**config.mk**
```make
export PLATFORM = sky130hd
export DESIGN_NAME = matmul_engine_flat
export DESIGN_NICKNAME = d
export VERILOG_FILES = /design/src/rtl/matmul_pkg.sv /design/src/rtl/matmul_engine_if.sv /design/src/rtl/matmul_mac_unit.sv /design/src/rtl/matmul_engine.sv /design/src/flat_wrapper.sv
export SDC_FILE = /design/constraint.sdc
export NUM_CORES = 1
export LEC_CHECK = 0
export ABC_AREA = 1
export BUFFER_PORTS_ARGS = -buffer_cell sky130_fd_sc_hd__buf_2
export CAP_MARGIN = 20
export CELL_PAD_IN_SITES_DETAIL_PLACEMENT = 1
export CELL_PAD_IN_SITES_GLOBAL_PLACEMENT = 1
export CORE_ASPECT_RATIO = 1.2
export CORE_MARGIN = 5
export CORE_UTILIZATION = 35
export CTS_BUF_LIST = sky130_fd_sc_hd__clkbuf_4
export CTS_CLUSTER_DIAMETER = 80
export DETAILED_ROUTE_END_ITERATION = 6
export HOLD_SLACK_MARGIN = 0.03
export PLACE_DENSITY_LB_ADDON = 0.12
export RECOVER_POWER = 25
export SLEW_MARGIN = 10
export SYNTH_ARGS = -nofsm -noshare
export SYNTH_HDL_FRONTEND = slang
export SYNTH_SLANG_ARGS = --single-unit
```
**constraint.sdc**
```tcl
create_clock -name clk -period 6.1 [get_ports clk]
set_input_delay 0.61 -clock clk [delete_from_list [all_inputs] [get_ports clk]]
set_output_delay 0.61 -clock clk [all_outputs]
set_load 0.005 [all_outputs]
```
**src/rtl/matmul_pkg.sv**
```systemverilog
// Shared types and constants for the matmul_engine slice.
// Optional build macro used elsewhere: MATMUL_PERF_CNT_EN.
package matmul_pkg;

   typedef enum logic [2:0] {
      IDLE,
      ISSUE,
      DRAIN,
      WRITE,
      DONE
   } state_t;

   localparam logic SAT_TRUNC = 1'b0;
   localparam logic SAT_CLAMP = 1'b1;

   // Row-major linear index of element (row, col) in an n x n matrix.
   function automatic int unsigned lin_idx(input int unsigned row,
                                           input int unsigned col,
                                           input int unsigned n);
      return row * n + col;
   endfunction

endpackage

```
**src/rtl/matmul_engine_if.sv**
```systemverilog
// Command/status handshake and A/B/C memory bus of matmul_engine.
// master = command decoder + block RAMs side, slave = the engine.
interface matmul_engine_if #(
   parameter int N  = 16,
   parameter int DW = 8,
   parameter int AW = $clog2(N*N)
);
   logic          start;
   logic          abort;
   logic          signed_mode;
   logic          sat_mode;
   logic          busy;
   logic          done;
   logic          ovf;
   logic [AW-1:0] a_raddr;
   logic [DW-1:0] a_rdata;
   logic [AW-1:0] b_raddr;
   logic [DW-1:0] b_rdata;
   logic          res_we;
   logic [AW-1:0] res_waddr;
   logic [DW-1:0] res_wdata;

   modport master (
      output start, abort, signed_mode, sat_mode, a_rdata, b_rdata,
      input  busy, done, ovf, a_raddr, b_raddr, res_we, res_waddr, res_wdata
   );

   modport slave (
      input  start, abort, signed_mode, sat_mode, a_rdata, b_rdata,
      output busy, done, ovf, a_raddr, b_raddr, res_we, res_waddr, res_wdata
   );
endinterface

```
**src/rtl/matmul_mac_unit.sv**
```systemverilog
// Multiply-accumulate datapath: operand extension, one product per cycle,
// load-on-first accumulation and result saturation / overflow detection.
module matmul_mac_unit
   import matmul_pkg::*;
#(
   parameter int DW   = 8,
   parameter int ACCW = 2*DW+1
) (
   input  logic          clk,
   input  logic          rst_n,
   input  logic          i_valid,
   input  logic          i_first,
   input  logic          i_signed,
   input  logic          i_sat,
   input  logic [DW-1:0] i_a,
   input  logic [DW-1:0] i_b,
   output logic [DW-1:0] o_res,
   output logic          o_ovf
);

   logic signed [2*DW-1:0] w_prod_s;
   logic        [2*DW-1:0] w_prod_u;
   logic        [ACCW-1:0] w_prod;
   logic        [ACCW-1:0] w_acc_nxt;
   logic        [ACCW-1:0] r_acc;

   // Product, next accumulator value and the DW-range result derived from it.
   // The result is taken from the next value so the final product, which
   // lands on the same edge the write is registered, is already included.
   always_comb begin
      w_prod_s = $signed({{DW{i_a[DW-1]}}, i_a}) * $signed({{DW{i_b[DW-1]}}, i_b});
      w_prod_u = {{DW{1'b0}}, i_a} * {{DW{1'b0}}, i_b};
      if (i_signed)
         w_prod = {{(ACCW-2*DW){w_prod_s[2*DW-1]}}, w_prod_s};
      else
         w_prod = {{(ACCW-2*DW){1'b0}}, w_prod_u};

      if (!i_valid)
         w_acc_nxt = r_acc;
      else if (i_first)
         w_acc_nxt = w_prod;
      else
         w_acc_nxt = r_acc + w_prod;

      if (i_signed)
         o_ovf = !((&w_acc_nxt[ACCW-1:DW-1]) || (~|w_acc_nxt[ACCW-1:DW-1]));
      else
         o_ovf = |w_acc_nxt[ACCW-1:DW];

      if (!o_ovf || i_sat == SAT_TRUNC)
         o_res = w_acc_nxt[DW-1:0];
      else if (i_signed)
         o_res = w_acc_nxt[ACCW-1] ? {1'b1, {(DW-1){1'b0}}} : {1'b0, {(DW-1){1'b1}}};
      else
         o_res = '1;
   end

   // Accumulator register.
   always_ff @(posedge clk or negedge rst_n) begin
      if (!rst_n)
         r_acc <= '0;
      else
         r_acc <= w_acc_nxt;
   end

endmodule

```
**src/rtl/matmul_engine.sv**
```systemverilog
// NxN matrix multiply C = A x B over synchronous-read block RAMs.
// Build option: define MATMUL_PERF_CNT_EN to add the 32-bit cycles port.
module matmul_engine
   import matmul_pkg::*;
#(
   parameter int N    = 16,
   parameter int DW   = 8,
   parameter int AW   = $clog2(N*N),
   parameter int ACCW = 2*DW+$clog2(N)
) (
   input  logic         clk,
   input  logic         rst_n,
   matmul_engine_if.slave bus
`ifdef MATMUL_PERF_CNT_EN
   ,
   output logic [31:0]  cycles
`endif
);

   localparam int          IW   = $clog2(N);
   localparam int unsigned NU   = N;
   localparam logic [IW-1:0] LAST = IW'(N-1);

   state_t        r_state;
   logic [IW-1:0] r_i, r_j, r_k, r_k_d;
   logic          r_v;
   logic          r_signed, r_sat;
   logic          r_busy, r_done, r_ovf, r_we;
   logic [AW-1:0] r_a_raddr, r_b_raddr, r_waddr;
   logic [DW-1:0] r_wdata;

   logic [IW-1:0] w_i_nxt, w_j_nxt;
   logic          w_last_elem;
   logic [DW-1:0] w_mac_res;
   logic          w_mac_ovf;

   function automatic logic [AW-1:0] addr_of(input logic [IW-1:0] row,
                                             input logic [IW-1:0] col);
      return AW'(lin_idx(32'(row), 32'(col), NU));
   endfunction

   assign bus.busy      = r_busy;
   assign bus.done      = r_done;
   assign bus.ovf       = r_ovf;
   assign bus.a_raddr   = r_a_raddr;
   assign bus.b_raddr   = r_b_raddr;
   assign bus.res_we    = r_we;
   assign bus.res_waddr = r_waddr;
   assign bus.res_wdata = r_wdata;

   matmul_mac_unit #(.DW(DW), .ACCW(ACCW)) u_mac (
      .clk      (clk),
      .rst_n    (rst_n),
      .i_valid  (r_v),
      .i_first  (r_k_d == '0),
      .i_signed (r_signed),
      .i_sat    (r_sat),
      .i_a      (bus.a_rdata),
      .i_b      (bus.b_rdata),
      .o_res    (w_mac_res),
      .o_ovf    (w_mac_ovf)
   );

   // Next output element in row-major order.
   always_comb begin
      w_last_elem = (r_i == LAST) && (r_j == LAST);
      if (r_j == LAST) begin
         w_j_nxt = '0;
         w_i_nxt = r_i + IW'(1);
      end else begin
         w_j_nxt = r_j + IW'(1);
         w_i_nxt = r_i;
      end
   end

   // Control FSM. Read addresses are registered one edge ahead so the address
   // for index k is on the bus during the ISSUE cycle of k; the matching data
   // then arrives while r_v/r_k_d describe it.
   always_ff @(posedge clk or negedge rst_n) begin
      if (!rst_n) begin
         r_state   <= IDLE;
         r_i       <= '0;
         r_j       <= '0;
         r_k       <= '0;
         r_k_d     <= '0;
         r_v       <= 1'b0;
         r_signed  <= 1'b0;
         r_sat     <= SAT_TRUNC;
         r_busy    <= 1'b0;
         r_done    <= 1'b0;
         r_ovf     <= 1'b0;
         r_we      <= 1'b0;
         r_waddr   <= '0;
         r_wdata   <= '0;
         r_a_raddr <= '0;
         r_b_raddr <= '0;
      end else begin
         r_we    <= 1'b0;
         r_waddr <= '0;
         r_wdata <= '0;
         r_v     <= 1'b0;
         case (r_state)
            IDLE: begin
               if (bus.start) begin
                  r_state   <= ISSUE;
                  r_busy    <= 1'b1;
                  r_signed  <= bus.signed_mode;
                  r_sat     <= bus.sat_mode;
                  r_ovf     <= 1'b0;
                  r_i       <= '0;
                  r_j       <= '0;
                  r_k       <= '0;
                  r_a_raddr <= '0;
                  r_b_raddr <= '0;
               end
            end
            default: begin
               if (bus.abort) begin
                  r_state <= IDLE;
                  r_busy  <= 1'b0;
                  r_done  <= 1'b0;
               end else begin
                  case (r_state)
                     ISSUE: begin
                        r_v   <= 1'b1;
                        r_k_d <= r_k;
                        if (r_k == LAST) begin
                           r_state <= DRAIN;
                        end else begin
                           r_k       <= r_k + IW'(1);
                           r_a_raddr <= addr_of(r_i, r_k + IW'(1));
                           r_b_raddr <= addr_of(r_k + IW'(1), r_j);
                        end
                     end
                     DRAIN: begin
                        r_state <= WRITE;
                        r_we    <= 1'b1;
                        r_waddr <= addr_of(r_i, r_j);
                        r_wdata <= w_mac_res;
                        r_ovf   <= r_ovf | w_mac_ovf;
                     end
                     WRITE: begin
                        r_i <= w_i_nxt;
                        r_j <= w_j_nxt;
                        if (w_last_elem) begin
                           r_state <= DONE;
                           r_busy  <= 1'b0;
                           r_done  <= 1'b1;
                        end else begin
                           r_state   <= ISSUE;
                           r_k       <= '0;
                           r_a_raddr <= addr_of(w_i_nxt, '0);
                           r_b_raddr <= addr_of('0, w_j_nxt);
                        end
                     end
                     DONE: begin
                        r_done  <= 1'b0;
                        r_state <= IDLE;
                     end
                     default: r_state <= IDLE;
                  endcase
               end
            end
         endcase
      end
   end

`ifdef MATMUL_PERF_CNT_EN
   logic [31:0] r_cycles;

   assign cycles = r_cycles;

   // Busy-cycle counter: cleared on start acceptance, saturating.
   always_ff @(posedge clk or negedge rst_n) begin
      if (!rst_n)
         r_cycles <= '0;
      else if (r_state == IDLE && bus.start)
         r_cycles <= '0;
      else if (r_busy && r_cycles != '1)
         r_cycles <= r_cycles + 32'd1;
   end
`endif

endmodule

```
**src/flat_wrapper.sv**
```systemverilog
// flat-port wrapper written by rule: the top's interface ports become plain ports
module matmul_engine_flat import matmul_pkg::*;
#(
   parameter int N    = 16,
   parameter int DW   = 8,
   parameter int AW   = $clog2(N*N),
   parameter int ACCW = 2*DW+$clog2(N)
)
  (clk, rst_n, bus_start, bus_abort, bus_signed_mode, bus_sat_mode, bus_a_rdata, bus_b_rdata, bus_busy, bus_done, bus_ovf, bus_a_raddr, bus_b_raddr, bus_res_we, bus_res_waddr, bus_res_wdata);
  matmul_engine_if #(.N(N), .DW(DW), .AW(AW)) bus_i ();
  input  logic clk;
  input  logic rst_n;
  input wire logic [$bits(bus_i.start)-1:0] bus_start;
  input wire logic [$bits(bus_i.abort)-1:0] bus_abort;
  input wire logic [$bits(bus_i.signed_mode)-1:0] bus_signed_mode;
  input wire logic [$bits(bus_i.sat_mode)-1:0] bus_sat_mode;
  input wire logic [$bits(bus_i.a_rdata)-1:0] bus_a_rdata;
  input wire logic [$bits(bus_i.b_rdata)-1:0] bus_b_rdata;
  output wire logic [$bits(bus_i.busy)-1:0] bus_busy;
  output wire logic [$bits(bus_i.done)-1:0] bus_done;
  output wire logic [$bits(bus_i.ovf)-1:0] bus_ovf;
  output wire logic [$bits(bus_i.a_raddr)-1:0] bus_a_raddr;
  output wire logic [$bits(bus_i.b_raddr)-1:0] bus_b_raddr;
  output wire logic [$bits(bus_i.res_we)-1:0] bus_res_we;
  output wire logic [$bits(bus_i.res_waddr)-1:0] bus_res_waddr;
  output wire logic [$bits(bus_i.res_wdata)-1:0] bus_res_wdata;
  assign bus_i.start = bus_start;
  assign bus_i.abort = bus_abort;
  assign bus_i.signed_mode = bus_signed_mode;
  assign bus_i.sat_mode = bus_sat_mode;
  assign bus_i.a_rdata = bus_a_rdata;
  assign bus_i.b_rdata = bus_b_rdata;
  assign bus_busy = bus_i.busy;
  assign bus_done = bus_i.done;
  assign bus_ovf = bus_i.ovf;
  assign bus_a_raddr = bus_i.a_raddr;
  assign bus_b_raddr = bus_i.b_raddr;
  assign bus_res_we = bus_i.res_we;
  assign bus_res_waddr = bus_i.res_waddr;
  assign bus_res_wdata = bus_i.res_wdata;
  matmul_engine #(.N(N), .DW(DW), .AW(AW), .ACCW(ACCW)) u_core (.clk(clk), .rst_n(rst_n), .bus(bus_i));
endmodule
```
==> results of run 1 <==
[worst max path at each step]
stage,start,to,cells past startpoint
after floorplan,bus_a_rdata[3],u_core.bus.res_wdata[2]$_DFF_PN0_,41
after global placement,bus_a_rdata[3],u_core.bus.res_wdata[2]$_DFF_PN0_,40
after detailed placement,bus_a_rdata[3],u_core.bus.res_wdata[6]$_DFF_PN0_,38
after CTS,bus_b_rdata[7],u_core.bus.res_wdata[5]$_DFF_PN0_,39
after global routing,bus_b_rdata[3],u_core.bus.res_wdata[0]$_DFF_PN0_,40
final,bus_a_rdata[3],u_core.bus.res_wdata[0]$_DFF_PN0_,41
[critical path: cells and delay by family]
kind,cells,cell delay (ns)
AND/OR/NAND/NOR,15,1.36
buffers and inverters,18,1.77
adder cells (fa/ha/maj),5,2.42
AO/OA/AOI/OAI,3,0.40
[final cells by class]
class | count | area [µm²]
fill | 3482 | 14400
multi-input combinational | 926 | 7300
sequential | 70 | 1750
timing repair buffer | 230 | 1700
inverter | 364 | 1390
tap | 340 | 425
clock buffer | 9 | 67.6
clock inverter | 6 | 63.8
antenna | 1 | 2.50
[state kept, by name, summed over array words and instances (netlist names)]
signal	count
u_core.r_i	4
u_core.r_v	1
u_core.r_sat	1
u_core.bus.res_we	1
u_core.u_mac.r_acc	20
u_core.bus.a_raddr	5
u_core.r_k_d	4
u_core.bus.res_waddr	8
u_core.r_state	3
u_core.r_signed	1
u_core.bus.ovf	1
u_core.bus.done	1
u_core.bus.res_wdata	8
u_core.bus.busy	1
u_core.bus.b_raddr	7
u_core.r_j	4
[cells in the final DEF (no fill, tap or decap), types with 4 or more instances in the layout]
cell type	n
a21oi_1	23
a21oi_2	15
a31oi_1	4
buf_2	44
buf_4	168
buf_6	11
clkbuf_4	11
dfrtp_1	70
fa_1	82
fa_2	4
ha_1	51
ha_4	27
inv_1	325
inv_2	32
nand2_1	307
nand2_2	63
nand2_4	20
nand3_1	68
nand3_2	26
nand3_4	4
nand3b_1	5
nand4_1	18
nor2_1	57
nor2_2	30
nor2_4	14
nor3_1	4
o211ai_1	5
o21ai_0	32
o21ai_1	5
o21ai_2	4
o22ai_1	6
or2_2	10
xnor2_1	7
[repair_timing]
| action | 4_1_cts | 5_1_grt |
|---|---|---|
| buffers inserted | 20 | 13 |
| endpoints found under the setup margin | 9 | 9 |
| resized for setup | 162 | 106 |
| gates cloned | 0 | 0 |
| pin swaps | 81 | 72 |
| hold endpoints to repair | 0 | 0 |
[logic make-up (layout without fill, tap and decap cells)]
kind of cell    Yosys count  after routing  share of synthesized area [%]
buf+inv                 397            609                           15.8
simple gates            639            639                           30.0
other cells               0              1                              0
xor+xnor                 10             10                          0.910
compound gates          110            110                           6.67
fa+ha+maj               167            167                           28.4
flops                    70             70                           18.2
[routing by layer]
layer | wire length (µm) | vias up | global-route usage, %
met5 | 0 | - | 0
met2 | 17400 | 100 | 41.2
li1 | - | 4591 | -
met3 | 419 | 56 | 1.35
met1 | 12700 | 4643 | 23.4
met4 | 1120 | 0 | 7.25
[metrics by stage]
stage,utilization [%],setup slack (ns),TNS (ns),area [µm²]
final,46.9,-0.150,-1.19,12700
after global routing,46.9,-0.310,-2.61,12700
after CTS,45.1,-0.0480,-0.261,12200
after detailed placement,41.6,-1.01,-10.25,11300
after global placement,41.6,-0.934,-9.28,11300
after floorplan,-,0.00438,0,9630
==> run summary, run 1 <==
Outcome - complete, but fails checks
Failing checks - capacitance limit, slew limit, setup timing
Required time worst endpoint - 6.45 ns
Area grow syn2layout - 31.9%
Slowest-stage cell, CP - fa_1
Synth top area share - 18.2%
Initial DRC count - 269
Die height - 192 µm
Final GP Congestion - 0.864
Min-Delay Path Depth - 3
Core box area - 27100 µm²
Worst Skew - 0.0217 ns
Syn Inst Count - 1393
RR Startpoint - u_core.r_signed$_DFFE_PN0P_
Grt ovf - 0
Die width - 161 µm
Count leader, synth - nand2_1
Worst min path class - input port to flip-flop
Slew Limit Fails - 71
Top cells by area, synth - dfrtp_1 (18%), fa_1 (18%), nand2_1 (15%)
Final min period - 6.25 ns
Worst R2R Setup Slack - 1.95 ns
Clk root buf - clkbuf_4
Max_slew headroom - -166%
Startpoint Class - input port
Drt total wl - 31700 µm
Worst-skew pair later-pin latency - 0.46 ns
Post-DR vias/cell - 4.83
Hold buffer count at CTS - 0
Post-synth top cells - nand2_1 (372), inv_1 (349), nand3_1 (87), fa_1 (86), nor2_1 (82)
Final hold viol count - 0
Non-filler instance count after layout - 1946
Tot GR Track Use - 20.8%
Worst Setup End Kind - flip-flop
Max FO, Critical Path - 8
Final worst slack - -0.150 ns
Antenna violations before repair - 1
CP dominant cell by count - buf_4
WHS - 0.374 ns
Ys flop type - dfrtp_1
Reg2reg path depth - 23
Period utilization - 102%
FF+latch count, synth - 70
Share of cells above drive strength 1 - 32.1%
Synth warnings - 0
Synthesized cell area - 9620 µm²
Synthesized area per cell - 6.91 µm²
Final nets - 1790
Arrival time worst endpoint - 6.60 ns
DP Cell Count - 1897
Fraction of registers with async set/reset - 100%
I/O pin cnt - 58
Pin count of the biggest net entering global routing - 71
First-pass GRT wire length - 51700 µm
Routed Antenna Nets - 0
Rows - 66
CP max stage delay - 0.57 ns
Max-cap violations - 1
Die Area - 30900 µm²
Unrepaired setup endpoints after global routing - true
Vias post-DR - 9390
Mapped Nets - 1582
Routed WL per cell - 16.3 µm
Slew @ Worst Pin - 3.98 ns
Post-synthesis sequential area ratio - 18.2%
H-tree Lvls - 3
Setup-failing EPs final - 9
Clk slew on worst S/H paths - 0.12 ns
Hold wc startpoint - bus_signed_mode
Crit Path Class - input port to flip-flop
CTS tree - done
Initial core utilization - 35.5%
R2R Path End - u_core.bus.res_wdata[0]$_DFF_PN0_
Bufs on Longest Clock Path - 2
Number of synthesized flops with an enable pin - 0
Vias in the first global route - 10500
Detailed placement HPWL - 25900 µm
Synth unique cells - 47
Hold Path End - u_core.r_signed$_DFFE_PN0P_
DRC - 0
Max frequency - 0.160 GHz
CTS Sinks - 70
PortBufs - 57
Post-synth top area cell - dfrtp_1
First-pass DRT Iterations - 5
TritonCTS Buffers - 9
Power of run 1 is not shown: default switching activity piles up to over one toggle a cycle in this logic, so the estimate is an artifact.
==> inputs of run 2 (changes only) <==
--- a/config.mk
+++ b/config.mk
@@ -5,7 +5,7 @@
 export SDC_FILE = /design/constraint.sdc
 export NUM_CORES = 1
 export LEC_CHECK = 0
-export ABC_AREA = 1
+export ABC_AREA = 0
 export BUFFER_PORTS_ARGS = -buffer_cell sky130_fd_sc_hd__buf_2
 export CAP_MARGIN = 20
 export CELL_PAD_IN_SITES_DETAIL_PLACEMENT = 1
==> run summary, run 2 <==
Synth warnings - 0
Syn Inst Count - 1003
Die Area - 28100 µm²
CP max stage delay - 0.56 ns
Compound-Gate Fraction of Synth Area - 17.4%
Register area - 1750 µm²
Outcome - complete, but fails checks
PortBufs - 57
Adder-Cell Fraction of Synth Area - 31.4%
Final nets - 1415
Startpoint Class - input port
Area grow syn2layout - 32.7%
Hold Path End - u_core.r_sat$_DFFE_PN0P_
Max FFs per register - 20
Post-DR vias/cell - 5.07
TritonCTS Buffers - 9
Post-Synth XOR/XNOR Area - 2.92%
Post-synthesis sequential area ratio - 20.1%
Final min period - 6.91 ns
Ys flop type - dfrtp_1
# fillers - 2900
Post-synth top area cell - dfrtp_1
Core box area - 24600 µm²
Mapped Nets - 1192
First-pass DRT Iterations - 4
Unrepaired setup endpoints after global routing - true
FF+latch count, synth - 70
Top cells by area, synth - dfrtp_1 (20%), fa_1 (20%), ha_1 (12%)
Clk root buf - clkbuf_4
Max_slew headroom - -160%
DRC - 0
Max-cap violations - 1
Tot GR Track Use - 19.3%
Share of cells above drive strength 1 - 32.3%
Drt total wl - 26600 µm
Final worst slack - -0.807 ns
Setup WS pre-CTS - -1.70 ns
Antenna violations before repair - 1
First-pass GRT wire length - 44400 µm
Synth top area share - 20.1%
Vias in the first global route - 8968
Detailed placement HPWL - 22000 µm
Slew Limit Fails - 71
Max frequency - 0.145 GHz
Worst Skew - 0.0105 ns
Routed Antenna Nets - 0
Count leader, synth - inv_1
Mux cell area share after synthesis - 2.00%
Grt ovf - 0
Multi-input gate area - 6800 µm²
Max FO, Critical Path - 7
Number of synthesized flops with an enable pin - 0
CTS tree - done
Biggest register - u_core.u_mac.r_acc
Hold wc startpoint - bus_sat_mode
Commonest non-fill, non-tap cell in the layout - buf_4
Initial core utilization - 35.4%
Die height - 183 µm
Pin count of the biggest net entering global routing - 71
I/O pin cnt - 58
Worst R2R Setup Slack - 1.84 ns
Final GP Congestion - 0.823
Slew @ Worst Pin - 3.90 ns
Arrival time worst endpoint - 7.26 ns
Die width - 154 µm
Routed WL per cell - 17.1 µm
Fraction of registers with async set/reset - 100%
Setup-failing EPs final - 10
Worst-skew pair later-pin latency - 0.42 ns
Clk slew on worst S/H paths - 0.12 ns
RR Startpoint - u_core.r_signed$_DFFE_PN0P_
Reg2reg path depth - 18
Final hold viol count - 0
Failing checks - capacitance limit, slew limit, setup timing
Hold buffer count at CTS - 0
Commonest cells after routing, fill and taps aside - buf_4 (185), inv_1 (161), nand2_1 (89)
Rows - 63
Min-Delay Path Depth - 2
CTS Sinks - 70
Worst Setup End Kind - flip-flop
Synth unique cells - 72
H-tree Lvls - 3
Initial DRC count - 211
Synthesized cell area - 8700 µm²
Synthesized area per cell - 8.67 µm²
Vias post-DR - 7897
Period utilization - 113%
Post-synth top cells - inv_1 (175), nand2_1 (95), fa_1 (86), ha_1 (81), dfrtp_1 (70)
Largest family of logic cells by synthesized area - adder cells
Required time worst endpoint - 6.45 ns
Crit Path Class - input port to flip-flop
Synth Area in Simple Gates - 16.9%
R2R Path End - u_core.bus.res_wdata[6]$_DFF_PN0_
Slowest-stage cell, CP - fa_1
Bufs on Longest Clock Path - 2
Worst min path class - input port to flip-flop
## run 2: worst max-delay path, delay by kind of cell
family	cells	cell delay [ns]
AND/OR/NAND/NOR	5	1.38
adder cells (fa/ha/maj)	6	2.71
AO/OA/AOI/OAI	12	2.07
buffers and inverters	6	0.50
## run 2: cell type report
| type | instances | area share, % |
|---|---|---|
| antenna | 1 | 0.0217 |
| clock buffer | 9 | 0.585 |
| clock inverter | 7 | 0.628 |
| inverter | 176 | 5.72 |
| multi-input combinational | 725 | 58.9 |
| sequential | 70 | 15.2 |
| tap | 325 | 3.52 |
| timing repair buffer | 244 | 15.4 |
## run 2: worst max path at each step
stage | to | startpoint | depth (start not counted) | slack [ns]
after global placement | u_core.bus.res_wdata[7]$_DFF_PN0_ | bus_b_rdata[6] | 29 | -1.63
after global routing | u_core.bus.res_wdata[7]$_DFF_PN0_ | bus_a_rdata[5] | 29 | -0.98
after detailed placement | u_core.bus.res_wdata[4]$_DFF_PN0_ | bus_b_rdata[6] | 30 | -1.70
after CTS | u_core.bus.res_wdata[7]$_DFF_PN0_ | bus_a_rdata[5] | 29 | -0.72
final | u_core.bus.res_wdata[6]$_DFF_PN0_ | bus_a_rdata[5] | 29 | -0.81
after floorplan | u_core.bus.res_wdata[7]$_DFF_PN0_ | bus_b_rdata[7] | 29 | -0.65
## run 2: kinds of logic after synthesis
kind of cell,after synthesis
fa+ha+maj,167
flops,70
compound gates,225
buf+inv,208
mux,16
xor+xnor,29
simple gates,288
## run 2: metal layers
metal  wire length, µm  track usage, %  part of all wire (%)
met4               856            6.25                   3.2
met1             10600            21.2                    40
met3               409            1.64                   1.5
met2             14700            38.5                    55
met5                 0               0                     0
## run 2: what timing repair did
action,in CTS,in global routing
resized for setup,98,39
pin swaps,59,23
endpoints found under the setup margin,14,14
setup buffers,21,4
## run 2: metrics by stage
| step | area [µm²] | setup TNS [ns] | util (%) | hold WS, ns | instances |
|---|---|---|---|---|---|
| 3_5_place_dp | 10600 | -19.03 | 43.2 | 0.472 | 1515 |
| 3_3_place_gp | 10600 | -17.88 | 43.2 | 0.464 | 1515 |
| 5_1_grt | 11500 | -9.28 | 47.0 | 0.408 | 1557 |
| 6_report | 11500 | -7.17 | 47.0 | 0.445 | 1557 |
| 4_1_cts | 11400 | -6.27 | 46.2 | 0.318 | 1552 |
| 2_1_floorplan | 8880 | -5.20 | - | 0.314 | 1003 |
Power of run 2 is left out for the same reason.
==> inputs of run 3 (changes only) <==
--- a/config.mk
+++ b/config.mk
@@ -12,7 +12,7 @@
 export CELL_PAD_IN_SITES_GLOBAL_PLACEMENT = 1
 export CORE_ASPECT_RATIO = 1.2
 export CORE_MARGIN = 5
-export CORE_UTILIZATION = 35
+export CORE_UTILIZATION = 53
 export CTS_BUF_LIST = sky130_fd_sc_hd__clkbuf_4
 export CTS_CLUSTER_DIAMETER = 80
 export DETAILED_ROUTE_END_ITERATION = 6
==> run summary, run 3 (synthesized netlist as in run 2, its figures left out) <==
Outcome - complete, but fails checks
Failing checks - capacitance limit, slew limit, setup timing
Vias post-DR - 10300
Hold wc startpoint - bus_sat_mode
Grt ovf - 0
Min-Delay Path Depth - 2
Hold Path End - u_core.r_sat$_DFFE_PN0P_
Die Area - 19100 µm²
Bufs on Longest Clock Path - 2
Arrival time worst endpoint - 8.11 ns
Max frequency - 0.129 GHz
Final min period - 7.76 ns
Worst-skew pair later-pin latency - 0.47 ns
Unrepaired setup endpoints after global routing - true
PortBufs - 57
Slew Limit Fails - 71
Commonest non-fill, non-tap cell in the layout - buf_4
Slowest-stage cell, CP - fa_1
CTS Sinks - 70
First-pass GRT wire length - 58200 µm
Pin count of the biggest net entering global routing - 71
Commonest cells after routing, fill and taps aside - buf_4 (186), inv_1 (165), nand2_1 (86)
Clk slew on worst S/H paths - 0.14 ns
Worst Skew - 0.0396 ns
CTS tree - done
Share of cells above drive strength 1 - 33.1%
First-pass DRT Iterations - 7
Final GP Congestion - 0.887
Register area - 1750 µm²
Max FFs per register - 20
Core box area - 16200 µm²
Max-cap violations - 1
R2R Path End - u_core.bus.res_wdata[7]$_DFF_PN0_
I/O pin cnt - 58
Non-filler instance count after layout - 1448
DP Cell Count - 1399
H-tree Lvls - 3
Biggest register - u_core.u_mac.r_acc
Multi-input gate area - 6870 µm²
Crit Path Class - input port to flip-flop
Final core utilization - 71.3%
Reg2reg path depth - 17
Initial core utilization - 53.7%
DRC - 0
Slew @ Worst Pin - 3.95 ns
Die width - 127 µm
Hold buffer count at CTS - 0
Startpoint Class - input port
Tot GR Track Use - 39.3%
Antenna violations before repair - 1
Worst min path class - input port to flip-flop
Drt total wl - 47600 µm
Worst Setup End Kind - flip-flop
Max_slew headroom - -164%
Vias in the first global route - 10500
RR Startpoint - u_core.r_signed$_DFFE_PN0P_
Post-DR vias/cell - 7.09
Setup-failing EPs final - 19
Die height - 150 µm
WHS - 0.431 ns
# fillers - 1813
Worst R2R Setup Slack - 0.96 ns
Final nets - 1420
Max FO, Critical Path - 4
Setup WS pre-CTS - -1.55 ns
CP max stage delay - 0.58 ns
Final hold viol count - 0
Final worst slack - -1.66 ns
Clk root buf - clkbuf_4
Detailed placement HPWL - 24200 µm
Required time worst endpoint - 6.45 ns
Area grow syn2layout - 32.9%
TritonCTS Buffers - 9
Routed WL per cell - 32.9 µm
Rows - 51
Initial DRC count - 1052
Routed Antenna Nets - 0
Period utilization - 127%
-- run 3: cell count changes in the layout (fill, tap and decap cells not counted), moves of 3 or more --
cell / change
a21oi_2: -3
fa_2: +3
fa_1: -3
inv_2: -5
nand2_2: +4
a21oi_4: +3
ha_2: +3
o21ai_2: +7
o21ai_0: -3
nand2_1: -3
buf_12: +6
inv_1: +4
-- run 3: worst max-delay path by stage --
stage                         startpoint                                 to  depth (start not counted)
final                     bus_a_rdata[5]  u_core.bus.res_wdata[7]$_DFF_PN0_                         30
after CTS                 bus_b_rdata[2]  u_core.bus.res_wdata[7]$_DFF_PN0_                         30
after floorplan           bus_b_rdata[7]  u_core.bus.res_wdata[7]$_DFF_PN0_                         29
after global placement    bus_a_rdata[3]  u_core.bus.res_wdata[7]$_DFF_PN0_                         29
after detailed placement  bus_a_rdata[5]  u_core.bus.res_wdata[2]$_DFF_PN0_                         30
after global routing      bus_a_rdata[5]  u_core.bus.res_wdata[7]$_DFF_PN0_                         30
-- run 3: worst max-delay path, delay by kind of cell --
| kind | cells | cell delay, ns |
|---|---|---|
| adders and majority gates | 6 | 2.85 |
| buffers and inverters | 7 | 0.65 |
| AOI/OAI and AO/OA | 12 | 2.97 |
| and+or+nand+nor | 5 | 0.99 |
-- run 3: area by class of cell --
cell class | count | share of cell area [%]
well taps | 212 | 2.29
inverters | 176 | 5.74
diodes | 1 | 0.0216
clock buffers | 9 | 0.584
multi-input cells | 725 | 59.4
repair buffers | 249 | 16.2
clock inverters | 6 | 0.617
flip-flops and latches | 70 | 15.1
-- run 3: routing by layer --
| layer | up-vias | wire [µm] | global-route usage, % |
|---|---|---|---|
| met5 | - | 0 | 0 |
| met2 | 1060 | 22700 | 73.4 |
| met1 | 4875 | 14300 | 40.8 |
| li1 | 3810 | - | - |
| met3 | 528 | 4510 | 5.15 |
| met4 | 0 | 6120 | 25.8 |
-- run 3: timing repair --
action                     in CTS  in global routing
gates resized for setup        90                 66
setup buffers                  20                 13
setup endpoints to repair      14                 18
pin swaps                      54                 30
-- run 3: through the flow --
| step | cell area (µm²) | TNS, ns |
|---|---|---|
| 2_1_floorplan | 8880 | -5.20 |
| 3_3_place_gp | 10500 | -13.76 |
| 3_5_place_dp | 10500 | -17.32 |
| 4_1_cts | 11200 | -6.82 |
| 5_1_grt | 11600 | -20.00 |
| 6_report | 11600 | -19.69 |
Power of run 3 is left out for the same reason.
